===== src/rtl/spi_slave_ctrl_pkg.sv =====
// spi_pkg: shared definitions for the SPI slave controller slice.
//   state_t        - controller FSM states (3-bit encoding)
//   WR_ADDR..      - command opcodes carried in frame bits [9:8]
//   ADDR_SIZE_DEF  - default payload width; FRAME_W_DEF = payload + 2 opcode bits
package spi_pkg;

  localparam int ADDR_SIZE_DEF = 8;
  localparam int FRAME_W_DEF   = ADDR_SIZE_DEF + 2;

  localparam logic [1:0] WR_ADDR = 2'b00;
  localparam logic [1:0] WR_DATA = 2'b01;
  localparam logic [1:0] RD_ADDR = 2'b10;
  localparam logic [1:0] RD_DATA = 2'b11;

  typedef enum logic [2:0] {
    IDLE      = 3'd0,
    CHK_CMD   = 3'd1,
    WRITE     = 3'd2,
    READ_ADD  = 3'd3,
    READ_DATA = 3'd4
  } state_t;

endpackage


===== src/rtl/spi_slave_ctrl_if.sv =====
// spi_slave_ctrl_if: parallel link between the SPI slave controller and the RAM.
//   rx_data  [ADDR_SIZE+1:0]  assembled frame {opcode, payload}   (ctrl -> RAM)
//   rx_valid                  one-cycle strobe, rx_data complete   (ctrl -> RAM)
//   tx_data  [ADDR_SIZE-1:0]  read byte                            (RAM -> ctrl)
//   tx_valid                  read byte valid                      (RAM -> ctrl)
// Handshake: both directions are strobe-qualified with no back-pressure.
// rx_data is meaningful only in the cycle rx_valid=1 (it holds afterwards
// but the RAM must act on the strobe). tx_data is sampled by the controller
// in the first tx_valid=1 cycle after a read-data frame; later tx_valid
// pulses are ignored until the next read-data frame.
interface spi_slave_ctrl_if #(
  parameter int ADDR_SIZE = 8
) ();

  logic [ADDR_SIZE+1:0] rx_data;
  logic                 rx_valid;
  logic [ADDR_SIZE-1:0] tx_data;
  logic                 tx_valid;

  modport master (output rx_data, rx_valid, input tx_data, tx_valid);
  modport slave  (input rx_data, rx_valid, output tx_data, tx_valid);

endinterface


===== src/rtl/spi_miso_serializer.sv =====
// spi_miso_serializer: byte serialiser for the MISO readout, MSB first.
//   clk, rst_n  clock, async active-low reset
//   clear       synchronous flush: dout and state return to 0 next cycle
//   load        capture data; dout <= data[W-1] next cycle
//   data[W-1:0] byte to send
//   dout        serial output, 0 whenever no bit is being sent
//   busy        high while dout carries a payload bit
module spi_miso_serializer #(
  parameter int W = 8
) (
  input  logic         clk,
  input  logic         rst_n,
  input  logic         clear,
  input  logic         load,
  input  logic [W-1:0] data,
  output logic         dout,
  output logic         busy
);

  localparam int RW = $clog2(W);

  // The MSB goes straight to dout on load, so only W-1 bits are held.
  logic [W-2:0] sh;
  logic [RW-1:0] rem;

  always_ff @(posedge clk or negedge rst_n) begin
    if (!rst_n) begin
      sh   <= '0;
      rem  <= '0;
      dout <= 1'b0;
      busy <= 1'b0;
    end else if (clear) begin
      sh   <= '0;
      rem  <= '0;
      dout <= 1'b0;
      busy <= 1'b0;
    end else if (load) begin
      sh   <= data[W-2:0];
      rem  <= RW'(W - 1);
      dout <= data[W-1];
      busy <= 1'b1;
    end else if (rem != '0) begin
      dout <= sh[W-2];
      sh   <= {sh[W-3:0], 1'b0};
      rem  <= rem - RW'(1);
    end else begin
      dout <= 1'b0;
      busy <= 1'b0;
    end
  end

endmodule


===== src/rtl/spi_slave_ctrl.sv =====
// spi_slave_ctrl: SPI slave front-end sequencing the single-port command RAM.
//   clk, rst_n        system clock; async active-low reset
//   SS_n, MOSI        SPI select and serial input, sampled on rising clk
//   MISO              serial read data, MSB first, 0 outside a readout
//   ram               spi_slave_ctrl_if.master: rx_data/rx_valid out,
//                     tx_data/tx_valid in
//   state_dbg         current FSM state
//   addr_rcvd_dbg     a read address has been received, read data is next
//   readout_busy_dbg  MISO is carrying a read byte
module spi_slave_ctrl
  import spi_pkg::*;
#(
  parameter int ADDR_SIZE = ADDR_SIZE_DEF
) (
  input  logic             clk,
  input  logic             rst_n,
  input  logic             SS_n,
  input  logic             MOSI,
  output logic             MISO,
  spi_slave_ctrl_if.master ram,
  output state_t           state_dbg,
  output logic             addr_rcvd_dbg,
  output logic             readout_busy_dbg
);

  localparam int FW = ADDR_SIZE + 2;
  localparam int CW = $clog2(FW + 1);

  state_t        state, next_state;
  logic [CW-1:0] bit_cnt;
  logic [FW-2:0] shift_reg;   // bits received before the last one
  logic [FW-1:0] rx_data_q;
  logic          rx_valid_q;
  logic          addr_rcvd;
  logic          tx_loaded;

  logic in_data, frame_last, frame_full, tx_load, ser_clear;

  assign in_data    = (state == WRITE) || (state == READ_ADD) || (state == READ_DATA);
  assign frame_last = in_data && !SS_n && (bit_cnt == CW'(FW - 1));
  assign frame_full = (bit_cnt == CW'(FW));
  assign tx_load    = (state == READ_DATA) && !SS_n && frame_full &&
                      ram.tx_valid && !tx_loaded;
  // Any deselect or leaving READ_DATA flushes the readout next cycle.
  assign ser_clear  = SS_n || (state != READ_DATA);

  always_ff @(posedge clk or negedge rst_n) begin
    if (!rst_n) state <= IDLE;
    else        state <= next_state;
  end

  always_comb begin
    next_state = state;
    case (state)
      IDLE:    if (!SS_n) next_state = CHK_CMD;
      CHK_CMD: begin
        if (SS_n)           next_state = IDLE;
        else if (!MOSI)     next_state = WRITE;
        else if (addr_rcvd) next_state = READ_DATA;
        else                next_state = READ_ADD;
      end
      WRITE, READ_ADD, READ_DATA: if (SS_n) next_state = IDLE;
      default: next_state = IDLE;
    endcase
  end

  always_ff @(posedge clk or negedge rst_n) begin
    if (!rst_n) begin
      bit_cnt    <= '0;
      shift_reg  <= '0;
      rx_data_q  <= '0;
      rx_valid_q <= 1'b0;
      addr_rcvd  <= 1'b0;
      tx_loaded  <= 1'b0;
    end else begin
      rx_valid_q <= 1'b0;
      case (state)
        IDLE: begin
          bit_cnt   <= '0;
          tx_loaded <= 1'b0;
        end
        CHK_CMD: begin
          tx_loaded <= 1'b0;
          if (SS_n) begin
            bit_cnt <= '0;
          end else begin
            shift_reg <= {{(FW - 2){1'b0}}, MOSI};
            bit_cnt   <= CW'(1);
          end
        end
        default: begin
          if (SS_n) begin
            bit_cnt   <= '0;
            tx_loaded <= 1'b0;
          end else begin
            if (bit_cnt < CW'(FW - 1)) shift_reg <= {shift_reg[FW-3:0], MOSI};
            if (!frame_full)           bit_cnt   <= bit_cnt + CW'(1);
            if (frame_last) begin
              rx_data_q  <= {shift_reg, MOSI};
              rx_valid_q <= 1'b1;
              if (state == READ_ADD)  addr_rcvd <= 1'b1;
              if (state == READ_DATA) addr_rcvd <= 1'b0;
            end
            if (tx_load) tx_loaded <= 1'b1;
          end
        end
      endcase
    end
  end

  spi_miso_serializer #(.W(ADDR_SIZE)) u_ser (
    .clk   (clk),
    .rst_n (rst_n),
    .clear (ser_clear),
    .load  (tx_load),
    .data  (ram.tx_data),
    .dout  (MISO),
    .busy  (readout_busy_dbg)
  );

  assign ram.rx_data   = rx_data_q;
  assign ram.rx_valid  = rx_valid_q;
  assign state_dbg     = state;
  assign addr_rcvd_dbg = addr_rcvd;

endmodule

===== src/flat_wrapper.sv =====
// flat-port wrapper written by rule: the top's interface ports become plain ports
module spi_slave_ctrl_flat import spi_pkg::*;
#(
  parameter int ADDR_SIZE = ADDR_SIZE_DEF
)
  (clk, rst_n, SS_n, MOSI, MISO, state_dbg, addr_rcvd_dbg, readout_busy_dbg, ram_rx_data, ram_rx_valid, ram_tx_data, ram_tx_valid);
  spi_slave_ctrl_if #(.ADDR_SIZE(ADDR_SIZE)) ram_i ();
  input  logic clk;
  input  logic rst_n;
  input  logic SS_n;
  input  logic MOSI;
  output logic MISO;
  output state_t state_dbg;
  output logic addr_rcvd_dbg;
  output logic readout_busy_dbg;
  output wire logic [$bits(ram_i.rx_data)-1:0] ram_rx_data;
  output wire logic [$bits(ram_i.rx_valid)-1:0] ram_rx_valid;
  input wire logic [$bits(ram_i.tx_data)-1:0] ram_tx_data;
  input wire logic [$bits(ram_i.tx_valid)-1:0] ram_tx_valid;
  assign ram_rx_data = ram_i.rx_data;
  assign ram_rx_valid = ram_i.rx_valid;
  assign ram_i.tx_data = ram_tx_data;
  assign ram_i.tx_valid = ram_tx_valid;
  spi_slave_ctrl #(.ADDR_SIZE(ADDR_SIZE)) u_core (.clk(clk), .rst_n(rst_n), .SS_n(SS_n), .MOSI(MOSI), .MISO(MISO), .ram(ram_i), .state_dbg(state_dbg), .addr_rcvd_dbg(addr_rcvd_dbg), .readout_busy_dbg(readout_busy_dbg));
endmodule

===== config.mk =====
export PLATFORM = sky130hd
export DESIGN_NAME = spi_slave_ctrl_flat
export DESIGN_NICKNAME = d
export VERILOG_FILES = /design/src/rtl/spi_slave_ctrl_pkg.sv /design/src/rtl/spi_slave_ctrl_if.sv /design/src/rtl/spi_miso_serializer.sv /design/src/rtl/spi_slave_ctrl.sv /design/src/flat_wrapper.sv
export SDC_FILE = /design/constraint.sdc
export NUM_CORES = 1
export LEC_CHECK = 0
export CORE_MARGIN = 8
export CORE_UTILIZATION = 35
export DETAILED_ROUTE_END_ITERATION = 8
export HOLD_SLACK_MARGIN = 0.08
export PLACE_DENSITY = 0.58
export SKIP_CTS_REPAIR_TIMING = 1
export SYNTH_ARGS = -nofsm -noshare
export SYNTH_HDL_FRONTEND = slang
export SYNTH_SLANG_ARGS = --single-unit

===== constraint.sdc =====
create_clock -name clk -period 2.26 [get_ports clk]
set_clock_uncertainty 0.15 [all_clocks]
set_input_delay 0.226 -clock clk [delete_from_list [all_inputs] [get_ports clk]]
set_output_delay 0.226 -clock clk [all_outputs]
set_load 0.005 [all_outputs]

# [Yosys cells after proc, flatten, opt, wreduce, memory -nomap -nowiden]
# Index checks and enable logic that the tools add are counted.
[classes] n_addsub=2 magnitude_cmp=1 n_eq_ne=11 muxes=34 bitwise_logic=3 reduce_logical=23
[ops] operator="9-bit 2-to-1 mux" count=3
[ops] operator="3-bit 2-to-1 mux" count=8
[ops] operator="7-bit 2-to-1 mux" count=3
[ops] operator="9-bit case mux with 2 select lines" count=1
[ops] operator="1-bit 2-to-1 mux" count=15
[ops] operator="3-bit case mux with 3 select lines" count=1
[ops] operator="3-bit nonzero test" count=3
[ops] operator="4-bit == test, second input constant" count=2
[ops] operator="4-bit 2-to-1 mux" count=2
[ops] operator="4-bit case mux with 2 select lines" count=1
[ops] operator="3-bit by 2-bit == test with 1-bit output, second input constant" count=2
[ops] operator="1-bit logical AND" count=6
[ops] operator="3-bit AND reduction" count=2
[ops] operator="4-bit by 1-bit adder with 4-bit output, second input constant" count=1
[ops] operator="4-bit less-than comparator, second input constant" count=1
[ops] operator="2-bit != test, second input constant" count=2
[ops] operator="4-bit != test, second input constant" count=1
[ops] operator="4-bit AND reduction" count=1
[ops] operator="2-bit nonzero test" count=2
[ops] operator="3-bit by 1-bit == test with 1-bit output, second input constant" count=1
[ops] operator="3-bit == test, second input constant" count=1
[ops] operator="3-bit zero test" count=1
[ops] operator="1-bit logical OR" count=3
[ops] operator="3-bit by 1-bit != test with 1-bit output, second input constant" count=1
[ops] operator="other kinds (7)" count=10
[word_totals] reg_bits=41 in_bits=13 elab_cells=85

# [Longest topological paths before layout]
# Gate-level depths: netlist (run 1).
[logic_depth] word_depth=8 depth_mapped=6 mapped_depth_nobuf=5

# [Cells and area by module]
# Synthesis (run 1) repeated with hierarchy kept, for this count alone.
[unflattened] hier_cells=166 area_unflattened_um2=1935.6
[by_module_without_submodules] module="spi_slave_ctrl" n_inst=1 cells_per_inst=112 area_per_inst_um2=1336.3
[by_module_without_submodules] module="spi_miso_serializer" n_inst=1 cells_per_inst=54 area_per_inst_um2=599.3

# [Least setup slack after synthesis (run 1)]
# OpenSTA, ideal clock, no wires.
[synth_path] kind="flip-flop to flip-flop" startpoint="register u_core.state[1] (netlist: u_core.state_dbg[1])" endpoint="register u_core.shift_reg[0]" arrival_ns=1.523 required_ns=1.985 slack_ns=0.462 path_stages_with_launch=5 path_cell_list="dfrtp_1 or3b_1 a311o_1 buf_6 mux2_4"
[synth_between] elab_chain_len=3
[synth_rtl] item="start, declared" line="spi_slave_ctrl.sv:29" source="state_t state, next_state;"
[synth_rtl] item="start signal, assigned" line="spi_slave_ctrl.sv:49" source="else state <= next_state;"
[synth_rtl] item="3-bit by 1-bit == test with 1-bit output or 3-bit zero test (tied branches)" line="spi_slave_ctrl.sv:77" source="case (state)"
[synth_rtl] item="2-bit nonzero test (no line) or 1-bit NOT (tied branches)"
[synth_rtl] item="3-bit AND reduction (no line)"
[synth_rtl] item="end signal, assigned" line="spi_slave_ctrl.sv:87" source="shift_reg <= {{(FW - 2){1'b0}}, MOSI};"
[synth_rtl] item="end signal, assigned" line="spi_slave_ctrl.sv:96" source="if (bit_cnt < CW'(FW - 1)) shift_reg <= {shift_reg[FW-3:0], MOSI};"
[synth_rtl] item="end, declared" line="spi_slave_ctrl.sv:31" source="logic [FW-2:0] shift_reg;"
# Several ways; a longest one is shown, not always the timed one.
# A chain may end at the register's enable or synchronous reset.

# [Final worst setup path (run 1)]
[layout_path] startpoint="register u_core.bit_cnt[1]" endpoint="register u_core.rx_data_q[4] (netlist: u_core.ram.rx_data[4])"
[layout_between] elab_chain_len=3
[layout_rtl] item="start, declared" line="spi_slave_ctrl.sv:30" source="logic [CW-1:0] bit_cnt;"
[layout_rtl] item="start signal, assigned" line="spi_slave_ctrl.sv:97" source="if (!frame_full) bit_cnt <= bit_cnt + CW'(1);"
[layout_rtl] item="4-bit == test" line="spi_slave_ctrl.sv:40" source="assign frame_last = in_data && !SS_n && (bit_cnt == CW'(FW - 1));"
[layout_rtl] item="1-bit logical AND" line="spi_slave_ctrl.sv:40"
[layout_rtl] item="3-bit AND reduction (no line)"
[layout_rtl] item="end signal, assigned" line="spi_slave_ctrl.sv:99" source="rx_data_q <= {shift_reg, MOSI};"
[layout_rtl] item="end, declared" line="spi_slave_ctrl.sv:32" source="logic [FW-1:0] rx_data_q;"
# Every way passes these cells.

==> results.py, run 1 <==
metrics = {
    "synthesis": {
        "synth_top_family_by_area": "compound AO/OA/AOI/OAI gates",
        "synth_fa_ha_area_share_pct": 3.97,
        "synth_xor_xnor_area_share_pct": 1.85,
        "ys_warn_count": 0,
        "synth.avg_cell_area_um2": 11.9,
        "synthDominantCellAreaShare_pct": 54.3,
        "syn_area_mm2": 0.00189,
        "synth_simple_gate_area_share_pct": 11.6,
        "synthCells": 159,
        "ys_ff_latch": 41,
        "synth_cell_type_count": 37,
        "ys_seq_area_share_pct": 54.3,
        "syn_nets": 178,
        "yosysTopAreaCell": "dfrtp_1",
        "synth_mux_area_share_pct": 11.1,
        "synth_ff_type": "dfrtp_1",
        "yosys-top-cells-area": "dfrtp_1 (54%), mux2_1 (6.0%), a22o_1 (4.2%), ha_1 (4.0%), mux2i_1 (3.7%)",
        "async_flop_share_pct": 100,
        "synth-edff-count": 0,
        "synth-compound-area-share_pct": 13.1,
    },
    "global_route": {
        "grt_remaining_overflow": 0,
        "use_met3_pct": 2.85,
        "grt_pass1_wl_mm": 6.33,
        "antenna_found_initial": 0,
        "grtUsageMet1_pct": 11.6,
        "grt_pass1_vias": 1388,
        "grt_use_met2_pct": 18.0,
        "grt_util_all_layers_pct": 10.4,
        "busiest_layer": "met2",
        "grt_max_degree": 42,
    },
    "worst_setup_path": {
        "crit_path_cell_trace": "inv_1, ha_1, and4bb_1, o21ai_1, buf_4, mux2_1",
        "cp_num_cells": 6,
        "criticalPathCategory": "register to register",
        "r2r_slack_ns": 0.41,
        "crit_arrival_ns": 1.87,
        "cp_top_family": "flip-flops",
        "critPathCaptureType": "register",
        "r2r-start": "u_core.bit_cnt[1]",
        "rr_endpoint": "u_core.ram.rx_data[4]",
        "cp_max_fo": 11,
        "reg2reg_depth": 6,
        "cpPeakStageDelay_ns": 0.42,
        "critPathBufInv": 2,
        "slowest_stage": "dfrtp_1",
        "critical_path_required_ns": 2.28,
        "worstSetupStartpointType": "register",
    },
    "power": {
        "vdd_ir_drop_max_v": 0.000376,
        "powerDensity_mw_per_mm2": 623,
        "p_leak_nw": 1.04,
    },
    "place": {
        "hpwl_mm": 2.66,
        "placed_cell_area_mm2": 0.00226,
        "gp_congestion": 0.808,
        "port_buffers": 29,
    },
    "timing": {
        "min_period_over_period_pct": 82.1,
        "min_period_ns": 1.85,
        "finalSetupViolations": 0,
        "setup_tns_ns": 0,
        "maxSlewViolCount": 0,
        "hold_viol": 0,
        "fin_hold_ws_ns": 0.340,
        "slew_headroom_pct": 38.8,
        "rsz0062_at_grt": "no",
        "fmax_ghz": 0.539,
        "worst_pin_slew_ns": 0.919,
    },
    "clock_tree": {
        "numCtsBuffers": 5,
        "clk_latency_ns": 0.28,
        "cts-root-buf": "clkbuf_8",
        "clock-sinks": 41,
        "cts_tree": "done",
        "cts_buffer_depth": 2,
        "htree_levels": 2,
        "clkTransAtPathRegs_ns": 0.07,
    },
    "route": {
        "vias": 1315,
        "dr.pass1.iters": 4,
        "route.antenna.remaining_nets": 0,
        "viasPerCell": 4.98,
        "wl_per_cell_um": 14.3,
        "drt-initial-drc-count": 56,
        "drc": 0,
        "wl_mm": 3.77,
    },
    "finish": {
        "postLayoutCoreUtil_pct": 46.2,
        "drive_gt1_share_pct": 8.76,
        "final_cell_area_mm2": 0.00239,
        "diodes": 0,
        "area_growth_pct": 26.4,
        "n_fill_cell": 480,
        "largest_reg_flops": 10,
        "fin_nets": 212,
    },
    "die": {
        "num_rows": 26,
        "ioPinCount": 30,
        "dieWidth_um": 89.5,
        "fp.dieH_um": 89.5,
        "fp.dieArea_mm2": 0.00801,
        "start_util_pct": 36.6,
        "coreArea_mm2": 0.00517,
    },
    "run_status": {
        "status": "finished, final reports clean",
    },
    "hold_path": {
        "min_path_cells": 1,
        "hold_class": "register to register",
        "hold_start": "u_core.ram.rx_data[8]",
        "hold_path_end": "u_core.ram.rx_data[8]",
    },
    "job": {
        "maxCapViolCount": 0,
    },
}
-- worst max path at each step --
stage                                   start                    end
final                       u_core.bit_cnt[1]  u_core.ram.rx_data[4]
after global routing        u_core.bit_cnt[0]     u_core.u_ser.sh[1]
after CTS                   u_core.bit_cnt[1]  u_core.ram.rx_data[4]
after detailed placement                 SS_n       u_core.tx_loaded
after global placement                   SS_n       u_core.tx_loaded
after floorplan           u_core.state_dbg[1]    u_core.shift_reg[0]
-- kinds of logic after synthesis --
| group | after synthesis |
|---|---|
| DFF | 41 |
| adders and majority gates | 6 |
| xor gates and xnor gates | 4 |
| and+or+nand+nor | 36 |
| AOI/OAI and AO/OA | 35 |
| muxes | 19 |
| buffers and inverters | 18 |
-- power by group --
| part | switching [mW] | internal, mW |
|---|---|---|
| combinational | 0.0610 | 0.0602 |
| sequential | 0.0166 | 0.755 |
| clock | 0.237 | 0.360 |
| total | 0.315 | 1.17 |
-- synthesized netlist by cell type, drive strengths merged, types with 2 or more instances --
cell type and number:
ha 6, clkbuf 5, nor2 2, xnor2 3, mux2 12, mux2i 7, nand2b 4, nor2b 3
buf 4, dfrtp 41, or4b 2, nor3 9, a22o 9, nand3 3, o21ai 2, a21oi 11
a211oi 7, nand3b 2, nand2 5, inv 9
-- per-layer routing --
layer	vias to the layer above	wire length, µm	part of all wire (%)
met1	655	1660	44
met5	-	0	0
met2	20	1910	51
li1	634	-	-
met3	6	134	3.6
met4	0	65	1.7
-- placed cells by master, fill, tap and decap left out, types with 2 or more instances in the layout --
master and n:
dfrtp_1 41, clkdlybuf4s50_1 28, a21oi_1 11, mux2_1 10, inv_1 9, nor3_1 9, a22o_1 9, a211oi_1 7
mux2i_1 7, ha_1 6, clkbuf_8 6, buf_4 6, nand2_1 5, nand2b_1 4, nor2b_1 3, nand3_1 3
xnor2_1 3, o21ai_1 2, nand3b_1 2, nor2_1 2
-- final cells by class --
cell class | instances | area, µm² | share of cell area (%)
inverter | 9 | 33.8 | 1.41
tap | 70 | 87.6 | 3.66
clock buffer | 7 | 86.3 | 3.61
timing repair buffer | 36 | 340 | 14.2
sequential | 41 | 1030 | 42.9
multi-input combinational | 100 | 786 | 32.9
clock inverter | 1 | 30.0 | 1.26
-- stage by stage --
| step | power, mW | setup WS, ns | cells |
|---|---|---|---|
| final | 1.49 | 0.405 | 264 |
| after floorplan | 0.846 | 0.462 | 159 |
| after global routing | 1.56 | 0.197 | 264 |
| after detailed placement | 0.907 | 0.191 | 255 |
| after global placement | 0.904 | 0.204 | 255 |
| after CTS | 1.51 | 0.393 | 263 |
(Power assumes the default switching activity.)
==> inputs of run 2 (changes only) <==
Clock period 2.26 ns to 1.8 ns, I/O delays scaled along.
==> run 2 against run 1 <==
Against the previous run: the run now ends with setup timing left; global-route usage increased by 0.89 points; sequential power increased by 26%; clock-buffer cell count decreased by 2; critical path depth decreased by 3; sequential cell count unchanged; die area unchanged; non-clock buffer count increased by 18; critical endpoint is now u_core.shift_reg[0].
==> results.py, run 2 (synthesis results as in run 1) <==
metrics = {
    "place": {
        "port_buffers": 29,
        "placed_cells": 268,
        "placed_cell_area_mm2": 0.00237,
        "hpwl_mm": 2.86,
        "gp_congestion": 0.787,
    },
    "worst_setup_path": {
        "r2r_slack_ns": -0.02,
        "r2r-start": "u_core.state_dbg[2]",
        "critical_path_required_ns": 1.83,
        "criticalPathCategory": "register to register",
        "crit_arrival_ns": 1.85,
        "critPathCaptureType": "register",
        "critPathBufInv": 0,
        "slowest_stage": "a311o_2",
        "cp_max_fo": 5,
        "cp_top_family": "compound AO/OA/AOI/OAI gates",
        "rr_endpoint": "u_core.shift_reg[0]",
        "worstSetupStartpointType": "register",
        "cpPeakStageDelay_ns": 0.44,
        "reg2reg_depth": 3,
        "crit_path_cell_trace": "or3b_4, a311o_2, mux2_4",
    },
    "global_route": {
        "grt_pass1_wl_mm": 6.93,
        "grt_util_all_layers_pct": 11.3,
        "busiest_layer": "met2",
        "use_met3_pct": 2.57,
        "antenna_found_initial": 0,
        "grt_pass1_vias": 1446,
        "grtUsageMet1_pct": 13.2,
        "grt_use_met2_pct": 18.9,
        "grt_remaining_overflow": 0,
        "grt_max_degree": 42,
    },
    "die": {
        "fp.dieArea_mm2": 0.00801,
        "dieWidth_um": 89.5,
        "fp.dieH_um": 89.5,
        "coreArea_mm2": 0.00517,
        "start_util_pct": 36.6,
        "num_rows": 26,
        "ioPinCount": 30,
    },
    "route": {
        "vias": 1387,
        "viasPerCell": 4.90,
        "route.antenna.remaining_nets": 0,
        "dr.pass1.iters": 4,
        "wl_per_cell_um": 14.7,
        "drc": 0,
        "drt-initial-drc-count": 47,
        "wl_mm": 4.16,
    },
    "timing": {
        "finalSetupViolations": 1,
        "min_period_over_period_pct": 101,
        "maxSlewViolCount": 0,
        "fmax_ghz": 0.550,
        "setup_slack_ns": -0.0183,
        "worst_pin_slew_ns": 0.529,
        "hold_viol": 0,
        "rsz0062_at_grt": "yes",
        "slew_headroom_pct": 64.7,
        "min_period_ns": 1.82,
    },
    "finish": {
        "layout_commonest_cell": "dfrtp_1",
        "drive_gt1_share_pct": 22.1,
        "area_growth_pct": 37.1,
        "diodes": 0,
        "final_cell_area_mm2": 0.00259,
        "finalNonFillerCells": 283,
        "largest_reg_flops": 10,
        "fin_nets": 231,
        "final_cell_mix": "dfrtp_1 (41), clkdlybuf4s50_1 (28), buf_4 (21), mux2_1 (10)",
    },
    "clock_tree": {
        "htree_levels": 2,
        "clk_latency_ns": 0.29,
        "cts_tree": "done",
        "numCtsBuffers": 5,
        "cts-root-buf": "clkbuf_8",
        "cts_buffer_depth": 2,
        "clock-sinks": 41,
        "clkTransAtPathRegs_ns": 0.08,
    },
    "hold_path": {
        "hold_path_end": "u_core.u_ser.sh[0]",
        "hold_start": "ram_tx_data[0]",
        "min_path_cells": 3,
        "hold_class": "input pin to register",
    },
    "power": {
        "powerDensity_mw_per_mm2": 742,
        "vdd_ir_drop_max_v": 0.000279,
        "power_mw": 1.92,
        "p_leak_nw": 1.13,
    },
    "run_status": {
        "status": "finished, violations left",
        "violations": "setup timing",
    },
    "job": {
        "maxCapViolCount": 0,
    },
}
run 2: cell types whose count changed in the layout (fill, tap and decap cells not counted), moves of 2 or more:
| cell | before | now |
|---|---|---|
| a21oi_1 | 11 | 8 |
| buf_6 | 0 | 2 |
| buf_4 | 6 | 21 |
| a21oi_2 | 0 | 3 |
run 2: how the worst max path moves through the flow:
stage / from / end / slack [ns] / cells after the start
after CTS: u_core.state_dbg[1] / u_core.shift_reg[0] / -0.06 / 3
after global routing: u_core.state_dbg[2] / u_core.shift_reg[0] / -0.07 / 3
final: u_core.state_dbg[2] / u_core.shift_reg[0] / -0.02 / 3
after detailed placement: SS_n / u_core.tx_loaded / -0.19 / 4
after global placement: SS_n / u_core.tx_loaded / -0.14 / 4
after floorplan: u_core.state_dbg[1] / u_core.shift_reg[0] / 0.002 / 4
run 2: worst min-delay path, cell delays in order:
cell and delay, ns:
clkdlybuf4s50_1 0.40, nand3_1 0.08, a21oi_2 0.05
run 2: where the power goes:
part	leakage, nW	switching [mW]	internal (mW)
clock network	0.0543	0.333	0.415
logic	0.512	0.0936	0.114
registers	0.565	0.0208	0.947
run 2: per-stage QoR:
| stage | utilization, % | hold WS (ns) | setup WS, ns | setup TNS, ns |
|---|---|---|---|---|
| finish | 50.1 | 0.296 | -0.0183 | -0.0183 |
| global route | 50.1 | 0.297 | -0.0682 | -0.154 |
| CTS | 48.1 | -0.193 | -0.0647 | -0.121 |
| detailed placement | 45.9 | 0.135 | -0.193 | -1.85 |
| global placement | 45.9 | 0.120 | -0.136 | -1.06 |
| floorplan | - | -0.266 | 0.00197 | 0 |
run 2: cell type report:
cell class | count | area, µm²
sequential | 41 | 1030
inverter | 9 | 33.8
clock buffer | 5 | 68.8
multi-input combinational | 101 | 835
timing repair buffer | 54 | 495
fill | 468 | 2580
clock inverter | 3 | 46.3
tap | 70 | 87.6
run 2: per-layer routing:
metal / routed length, µm / vias to the layer above
li1: - / 682
met1: 1820 / 682
met2: 2130 / 16
met3: 128 / 7
met4: 78 / 0
met5: 0 / -
